**src/rtl/mem_arbiter_pkg.sv**
```systemverilog
// Shared definitions for the memory arbiter: FSM state encoding and requester IDs.
// Latency: n/a (types and constants only).
// Backpressure: n/a.
package mem_arbiter_pkg;

    typedef enum logic [1:0] {
        IDLE = 2'd0,
        BUSY = 2'd1,
        RESP = 2'd2
    } state_t;

    localparam logic REQ_IF = 1'b0;
    localparam logic REQ_D  = 1'b1;

endpackage

```
**src/rtl/mem_watchdog.sv**
```systemverilog
// Watchdog for an outstanding memory access: counts BUSY cycles, flags the last allowed one.
// Latency: expired is combinational from the count, high in the TIMEOUT-th enabled cycle.
// Backpressure: none; the counter saturates at TIMEOUT instead of wrapping.
//
// Ports: clk, rstn (async active-low), clr (zero the count), en (count this cycle),
//        expired (this enabled cycle is the TIMEOUT-th one since clr).
module mem_watchdog #(
    parameter int TIMEOUT = 255
) (
    input  logic clk,
    input  logic rstn,
    input  logic clr,
    input  logic en,
    output logic expired
);

    localparam int CNT_W = (TIMEOUT < 1) ? 1 : $clog2(TIMEOUT + 1);

    logic [CNT_W-1:0] cnt_q;

    always_ff @(posedge clk or negedge rstn) begin
        if (!rstn) begin
            cnt_q <= '0;
        end else if (clr) begin
            cnt_q <= '0;
        end else if (en && (cnt_q != CNT_W'(TIMEOUT))) begin
            cnt_q <= cnt_q + CNT_W'(1);
        end
    end

    // The count reaches TIMEOUT at the end of this cycle, so this is the
    // final BUSY cycle that m_ack is allowed to arrive in.
    assign expired = en && (cnt_q == CNT_W'(TIMEOUT - 1));

endmodule

```
**src/rtl/mem_arbiter.sv**
```systemverilog
// Round-robin arbiter sharing one memory port between an instruction and a data requester.
// Latency: gnt and m_req one cycle after the sampling edge; rvalid/err one cycle after m_ack/timeout.
// Backpressure: requests are only sampled in IDLE; a requester holds req until it sees its gnt.
//
// Ports: clk, rstn (async active-low);
//        if_*  instruction requester (read only);
//        d_*   data requester (read/write with byte strobes);
//        m_*   memory side, m_req held with a stable command until m_ack or watchdog expiry.
module mem_arbiter
    import mem_arbiter_pkg::*;
#(
    parameter int ADDR_W  = 32,
    parameter int DATA_W  = 32,
    parameter int TIMEOUT = 255
) (
    input  logic                clk,
    input  logic                rstn,

    input  logic                if_req,
    input  logic [ADDR_W-1:0]   if_addr,
    output logic                if_gnt,
    output logic                if_rvalid,
    output logic [DATA_W-1:0]   if_rdata,
    output logic                if_err,

    input  logic                d_req,
    input  logic                d_we,
    input  logic [ADDR_W-1:0]   d_addr,
    input  logic [DATA_W-1:0]   d_wdata,
    input  logic [DATA_W/8-1:0] d_wstrb,
    output logic                d_gnt,
    output logic                d_rvalid,
    output logic [DATA_W-1:0]   d_rdata,
    output logic                d_err,

    output logic                m_req,
    output logic                m_we,
    output logic [ADDR_W-1:0]   m_addr,
    output logic [DATA_W-1:0]   m_wdata,
    output logic [DATA_W/8-1:0] m_wstrb,
    input  logic                m_ack,
    input  logic [DATA_W-1:0]   m_rdata
);

    state_t              state_q, state_d;
    logic                owner_q, owner_d;
    logic                last_q, last_d;
    logic                win;

    logic                cmd_we_q, cmd_we_d;
    logic [ADDR_W-1:0]   cmd_addr_q, cmd_addr_d;
    logic [DATA_W-1:0]   cmd_wdata_q, cmd_wdata_d;
    logic [DATA_W/8-1:0] cmd_wstrb_q, cmd_wstrb_d;

    logic                if_gnt_q, if_gnt_d, d_gnt_q, d_gnt_d;
    logic                if_rvalid_q, if_rvalid_d, d_rvalid_q, d_rvalid_d;
    logic                if_err_q, if_err_d, d_err_q, d_err_d;
    logic [DATA_W-1:0]   if_rdata_q, if_rdata_d, d_rdata_q, d_rdata_d;

    logic                wd_clr, wd_en, wd_expired;

    assign wd_en = (state_q == BUSY);

    mem_watchdog #(
        .TIMEOUT (TIMEOUT)
    ) u_watchdog (
        .clk     (clk),
        .rstn    (rstn),
        .clr     (wd_clr),
        .en      (wd_en),
        .expired (wd_expired)
    );

    always_ff @(posedge clk or negedge rstn) begin
        if (!rstn) begin
            state_q     <= IDLE;
            owner_q     <= REQ_IF;
            last_q      <= REQ_IF;
            cmd_we_q    <= 1'b0;
            cmd_addr_q  <= '0;
            cmd_wdata_q <= '0;
            cmd_wstrb_q <= '0;
            if_gnt_q    <= 1'b0;
            d_gnt_q     <= 1'b0;
            if_rvalid_q <= 1'b0;
            d_rvalid_q  <= 1'b0;
            if_err_q    <= 1'b0;
            d_err_q     <= 1'b0;
            if_rdata_q  <= '0;
            d_rdata_q   <= '0;
        end else begin
            state_q     <= state_d;
            owner_q     <= owner_d;
            last_q      <= last_d;
            cmd_we_q    <= cmd_we_d;
            cmd_addr_q  <= cmd_addr_d;
            cmd_wdata_q <= cmd_wdata_d;
            cmd_wstrb_q <= cmd_wstrb_d;
            if_gnt_q    <= if_gnt_d;
            d_gnt_q     <= d_gnt_d;
            if_rvalid_q <= if_rvalid_d;
            d_rvalid_q  <= d_rvalid_d;
            if_err_q    <= if_err_d;
            d_err_q     <= d_err_d;
            if_rdata_q  <= if_rdata_d;
            d_rdata_q   <= d_rdata_d;
        end
    end

    always_comb begin
        state_d     = state_q;
        owner_d     = owner_q;
        last_d      = last_q;
        cmd_we_d    = cmd_we_q;
        cmd_addr_d  = cmd_addr_q;
        cmd_wdata_d = cmd_wdata_q;
        cmd_wstrb_d = cmd_wstrb_q;
        if_gnt_d    = 1'b0;
        d_gnt_d     = 1'b0;
        if_rvalid_d = 1'b0;
        d_rvalid_d  = 1'b0;
        if_err_d    = 1'b0;
        d_err_d     = 1'b0;
        if_rdata_d  = if_rdata_q;
        d_rdata_d   = d_rdata_q;
        wd_clr      = 1'b0;

        // A tie goes to whichever side did not win the previous grant.
        if (if_req && d_req) begin
            win = (last_q == REQ_IF) ? REQ_D : REQ_IF;
        end else begin
            win = d_req ? REQ_D : REQ_IF;
        end

        case (state_q)
            IDLE: begin
                if (if_req || d_req) begin
                    state_d = BUSY;
                    owner_d = win;
                    last_d  = win;
                    wd_clr  = 1'b1;
                    if (win == REQ_D) begin
                        d_gnt_d     = 1'b1;
                        cmd_we_d    = d_we;
                        cmd_addr_d  = d_addr;
                        cmd_wdata_d = d_wdata;
                        cmd_wstrb_d = d_wstrb;
                    end else begin
                        if_gnt_d    = 1'b1;
                        cmd_we_d    = 1'b0;
                        cmd_addr_d  = if_addr;
                        cmd_wdata_d = '0;
                        cmd_wstrb_d = '0;
                    end
                end
            end
            BUSY: begin
                // An ack arriving in the expiry cycle still completes normally.
                if (m_ack) begin
                    state_d = RESP;
                    if (owner_q == REQ_D) begin
                        d_rvalid_d = 1'b1;
                        d_rdata_d  = m_rdata;
                    end else begin
                        if_rvalid_d = 1'b1;
                        if_rdata_d  = m_rdata;
                    end
                end else if (wd_expired) begin
                    state_d = RESP;
                    if (owner_q == REQ_D) begin
                        d_err_d = 1'b1;
                    end else begin
                        if_err_d = 1'b1;
                    end
                end
            end
            RESP: begin
                state_d = IDLE;
            end
            default: begin
                state_d = IDLE;
            end
        endcase
    end

    // The memory command is only visible while the access is outstanding.
    assign m_req   = (state_q == BUSY);
    assign m_we    = m_req & cmd_we_q;
    assign m_addr  = m_req ? cmd_addr_q  : '0;
    assign m_wdata = m_req ? cmd_wdata_q : '0;
    assign m_wstrb = m_req ? cmd_wstrb_q : '0;

    assign if_gnt    = if_gnt_q;
    assign d_gnt     = d_gnt_q;
    assign if_rvalid = if_rvalid_q;
    assign d_rvalid  = d_rvalid_q;
    assign if_err    = if_err_q;
    assign d_err     = d_err_q;
    assign if_rdata  = if_rdata_q;
    assign d_rdata   = d_rdata_q;

endmodule
```
**config.mk**
```make
export PLATFORM = sky130hd
export DESIGN_NAME = mem_arbiter
export DESIGN_NICKNAME = d
export VERILOG_FILES = /design/src/rtl/mem_arbiter_pkg.sv /design/src/rtl/mem_watchdog.sv /design/src/rtl/mem_arbiter.sv
export SDC_FILE = /design/constraint.sdc
export NUM_CORES = 1
export LEC_CHECK = 0
export ABC_CLOCK_PERIOD_IN_PS = 2300
export CORE_AREA = 4 4 130 132
export CTS_BUF_LIST = sky130_fd_sc_hd__clkbuf_8
export DETAILED_ROUTE_END_ITERATION = 10
export DIE_AREA = 0 0 134 136
export HOLD_SLACK_MARGIN = 0.08
export PLACE_DENSITY = 0.85
export RECOVER_POWER = 50
export SLEW_MARGIN = 20
export SYNTH_ARGS = -nofsm -noshare
export SYNTH_HDL_FRONTEND = slang
export SYNTH_SLANG_ARGS = --single-unit
```
**constraint.sdc**
```tcl
create_clock -name clk -period 2.3 [get_ports clk]
set_clock_uncertainty 0.2 [all_clocks]
set_input_delay 0.46 -clock clk [delete_from_list [all_inputs] [get_ports clk]]
set_output_delay 0.46 -clock clk [all_outputs]
set_load 0.02 [all_outputs]
```
==> impl_results.md <==
* Syn_area_per_cell at 13.2 um^2
* Gr usage total at 0.203
* 1st-iter DRT viols at 140
* CTS tree: done
* Post-route insts no fill at 984
* Congestion Overflow GR at 0
* Initial Util at 0.396
* First-pass GRT wire length at 29.2 mm
* Area Growth Syn to Fin at 55.1%
* Top Metal Used: met4
* Tightest Pin Transition at 0.942 ns
* DR WL/cell at 18.9 um
* Nets@finish at 896
* Synth Instances at 472
* Antenna violations before repair at 0
* MaxCap Viol Count at 0
* Leakage at 4.51 nW
* RSZ-0062 raised after global routing: yes
* Share of cells above drive strength 1 at 0.264
* Status: finished, final reports clean
* Drt total wl at 18.6 mm
* Pre-CTS setup slack at -0.0430 ns
* Hpwl dp at 13.1 mm
* Critical Path End Type: output pin
* P_sw at 0.00511 W
* Clk pwr share at 0.133
* Clk_lat worst skew at 0.42 ns
* Met3 Wirelength at 1.76 mm
* Worst EP required at 1.64 ns
* Int Pwr at 0.00831 W
* H-tree levels at 4
* Worst Reg2Reg Path Length in Cells at 7
* Maximum root-to-sink buffer count at 2
* Full die area at 18,200 um^2
* Cts bufs inserted at 17
* Max Clock Freq at 0.438 GHz
* Cell Pwr Density at 1390 nW/um^2
* Drt drc at 0
* Core footprint at 15,700 um^2
* Slowest cell on crit path: dfrtp_1
* IO buf count at 277
* Final Hold Viols at 0
* Root buf cell: clkbuf_8
* Synth cell types at 33
* Antenna Nets Post-Route at 0
* DR vias at 4,982
* Final Cycle Share at 0.992
* Clock slew at reported path FFs at 0.08 ns
* Yosys Warn Count at 0
* Post-Synthesis Cell Area at 6230 um^2
* Worst Slack Setup Final at 0.0186 ns
* Slew headroom at 0.372
* Fill count at 1,220
* Worst Setup Start Kind: flip-flop
* Pins Over Slew Limit at 0
* Top post-synthesis cells by area: dfrtp_1, mux2_2, a22o_1
* Flops & latches, synth at 150
* Chip width at 134 um
* Number of vias per cell at 5.06
* Bufs and invs on worst path at 4
* Slowest stage delay, CP at 0.39 ns
* Met1 wire length at 7.46 mm
* Critical path fanouts, max at 13
* Comb power frac at 0.525
* WHS Endpoint: cmd_wdata_q[17]
* Crit-path leading delay family: buffers and inverters
* Area share of the largest cell type after synthesis at 0.603
* Clk sinks at 150
* Die Y at 136 um
* Crit path arrival time at 1.62 ns
* First-pass DRT Iterations at 4
* Ant diodes at 0
* Final Wtd Congestion at 0.813
* Pin count of the biggest net entering global routing at 55
* Worst vdd ir at 0.756 mV
* WHS Path Cells at 1
* Switching share of power at 0.381
* Flop pwr share at 0.342
* Crit Path Category: flip-flop to output pin
* Dpl cells at 947
* Met2 wire len at 9.20 mm
* EDFF count, synth at 0
* Top FF cell, synth: dfrtp_1
* Hold Crit Class: flip-flop to flip-flop
* Vias in the first global route at 5,391
* Syn nets at 612
* Cell Rows at 46
* Post-synthesis sequential area ratio at 0.603
* Synth area leader: dfrtp_1
* Hold_ws at 0.296 ns
* Reg-to-Reg End: cmd_wdata_q[26]
* # IOs at 278
* Final Setup Violations at 0
* Worst reg2reg path startpoint: state_q[1]
* Fraction of registers with async set/reset at 1.00
* HP Start: cmd_wdata_q[17]
* Fin crit period at 2.28 ns
* Worst R2R Setup Slack at 0.18 ns
* CP cell instances: nand2b_4 > inv_6 > buf_12 > buf_16 > and2_1 > buf_6
==> metrics by stage <==
step                 util  area [um^2]  setup TNS [ns]  power, W
floorplan               -         6230               0   0.00822
global placement    0.596         9370         -0.0520    0.0113
detailed placement  0.596         9370          -0.113    0.0116
CTS                 0.611         9600          -0.144    0.0134
global route        0.615         9660          -0.847    0.0142
finish              0.615         9660               0    0.0134
==> power by group through the flow <==
stage	sequential, W	combinational, W	clock [W]
finish	0.00459	0.00705	0.00179
global route	0.00474	0.00750	0.00198
CTS	0.00458	0.00693	0.00186
detailed placement	0.00461	0.00695	0
global placement	0.00453	0.00676	0
floorplan	0.00518	0.00304	0
==> cells in the mapped netlist, types with 4 or more instances <==
cell type and instances:
clkbuf_1 18, dfrtp_1 150, buf_2 9, nand3_1 7
a22o_1 69, nor2_1 7, and2_1 69, mux2_2 64
a21o_1 33, inv_1 4, nand2_1 4
==> cell families after synthesis <==
| group | synth area share |
|---|---|
| buffers and inverters | 0.0259 |
| adder cells (fa/ha/maj) | 0.00402 |
| multiplexers | 0.116 |
| flip-flops | 0.603 |
| AND/OR/NAND/NOR | 0.0957 |
| XOR/XNOR | 0.00422 |
| AO/OA/AOI/OAI | 0.152 |
==> what timing repair did <==
item                                    CTS  global route
gates resized for setup                 284            58
endpoints found under the hold margin    50             0
cloned                                    2             0
setup buffers                             2             1
endpoints found under the setup margin   70            38
hold buffers                              1             0
pin swaps                                 0             6
==> final cells by class <==
| cell class | instances | area (um^2) | area share |
|---|---|---|---|
| clock buffers | 19 | 262 | 0.0271 |
| clock inverters | 12 | 81.3 | 0.00842 |
| inverters | 4 | 20.0 | 0.00207 |
| multi-input cells | 285 | 2360 | 0.245 |
| flip-flops and latches | 150 | 3750 | 0.389 |
| well taps | 216 | 270 | 0.0280 |
| repair buffers | 298 | 2910 | 0.301 |
==> state kept, by name (all words and copies together) (netlist names) <==
name              cells
if_rvalid             1
d_rdata              32
state_q               2
cmd_addr_q           32
d_err                 1
cmd_we_q              1
if_rdata             32
d_gnt                 1
cmd_wdata_q          32
u_watchdog.cnt_q      8
if_gnt                1
d_rvalid              1
cmd_wstrb_q           4
last_q                1
if_err                1
==> layout by cell type, fill, tap and decap left out, types with 7 or more instances in the layout <==
cell type	synthesis	layout
buf_6	0	25
clkbuf_8	0	19
a21o_1	33	33
a22o_1	69	69
nor2_1	7	7
mux2_2	64	64
nand3_1	7	7
and2_4	0	11
buf_4	3	7
and2_1	69	58
buf_2	9	41
dfrtp_1	150	150
buf_12	0	8
clkdlybuf4s50_1	0	206
==> layer usage <==
layer	vias up	track usage
li1	2260	-
met1	2484	0.244
met2	222	0.337
met3	16	0.0799
met4	0	0.0611
met5	-	0
==> how the worst max path moves through the flow <==
stage | start | end | cells past startpoint
6_report | state_q[1] | m_wdata[10] | 6
5_1_grt | state_q[1] | m_wdata[10] | 6
4_1_cts | state_q[1] | m_wdata[10] | 6
3_5_place_dp | state_q[1] | m_wdata[10] | 5
3_3_place_gp | state_q[1] | m_wdata[10] | 5
2_1_floorplan | state_q[1] | m_wdata[25] | 5
Power figures use the tool's default switching activity.
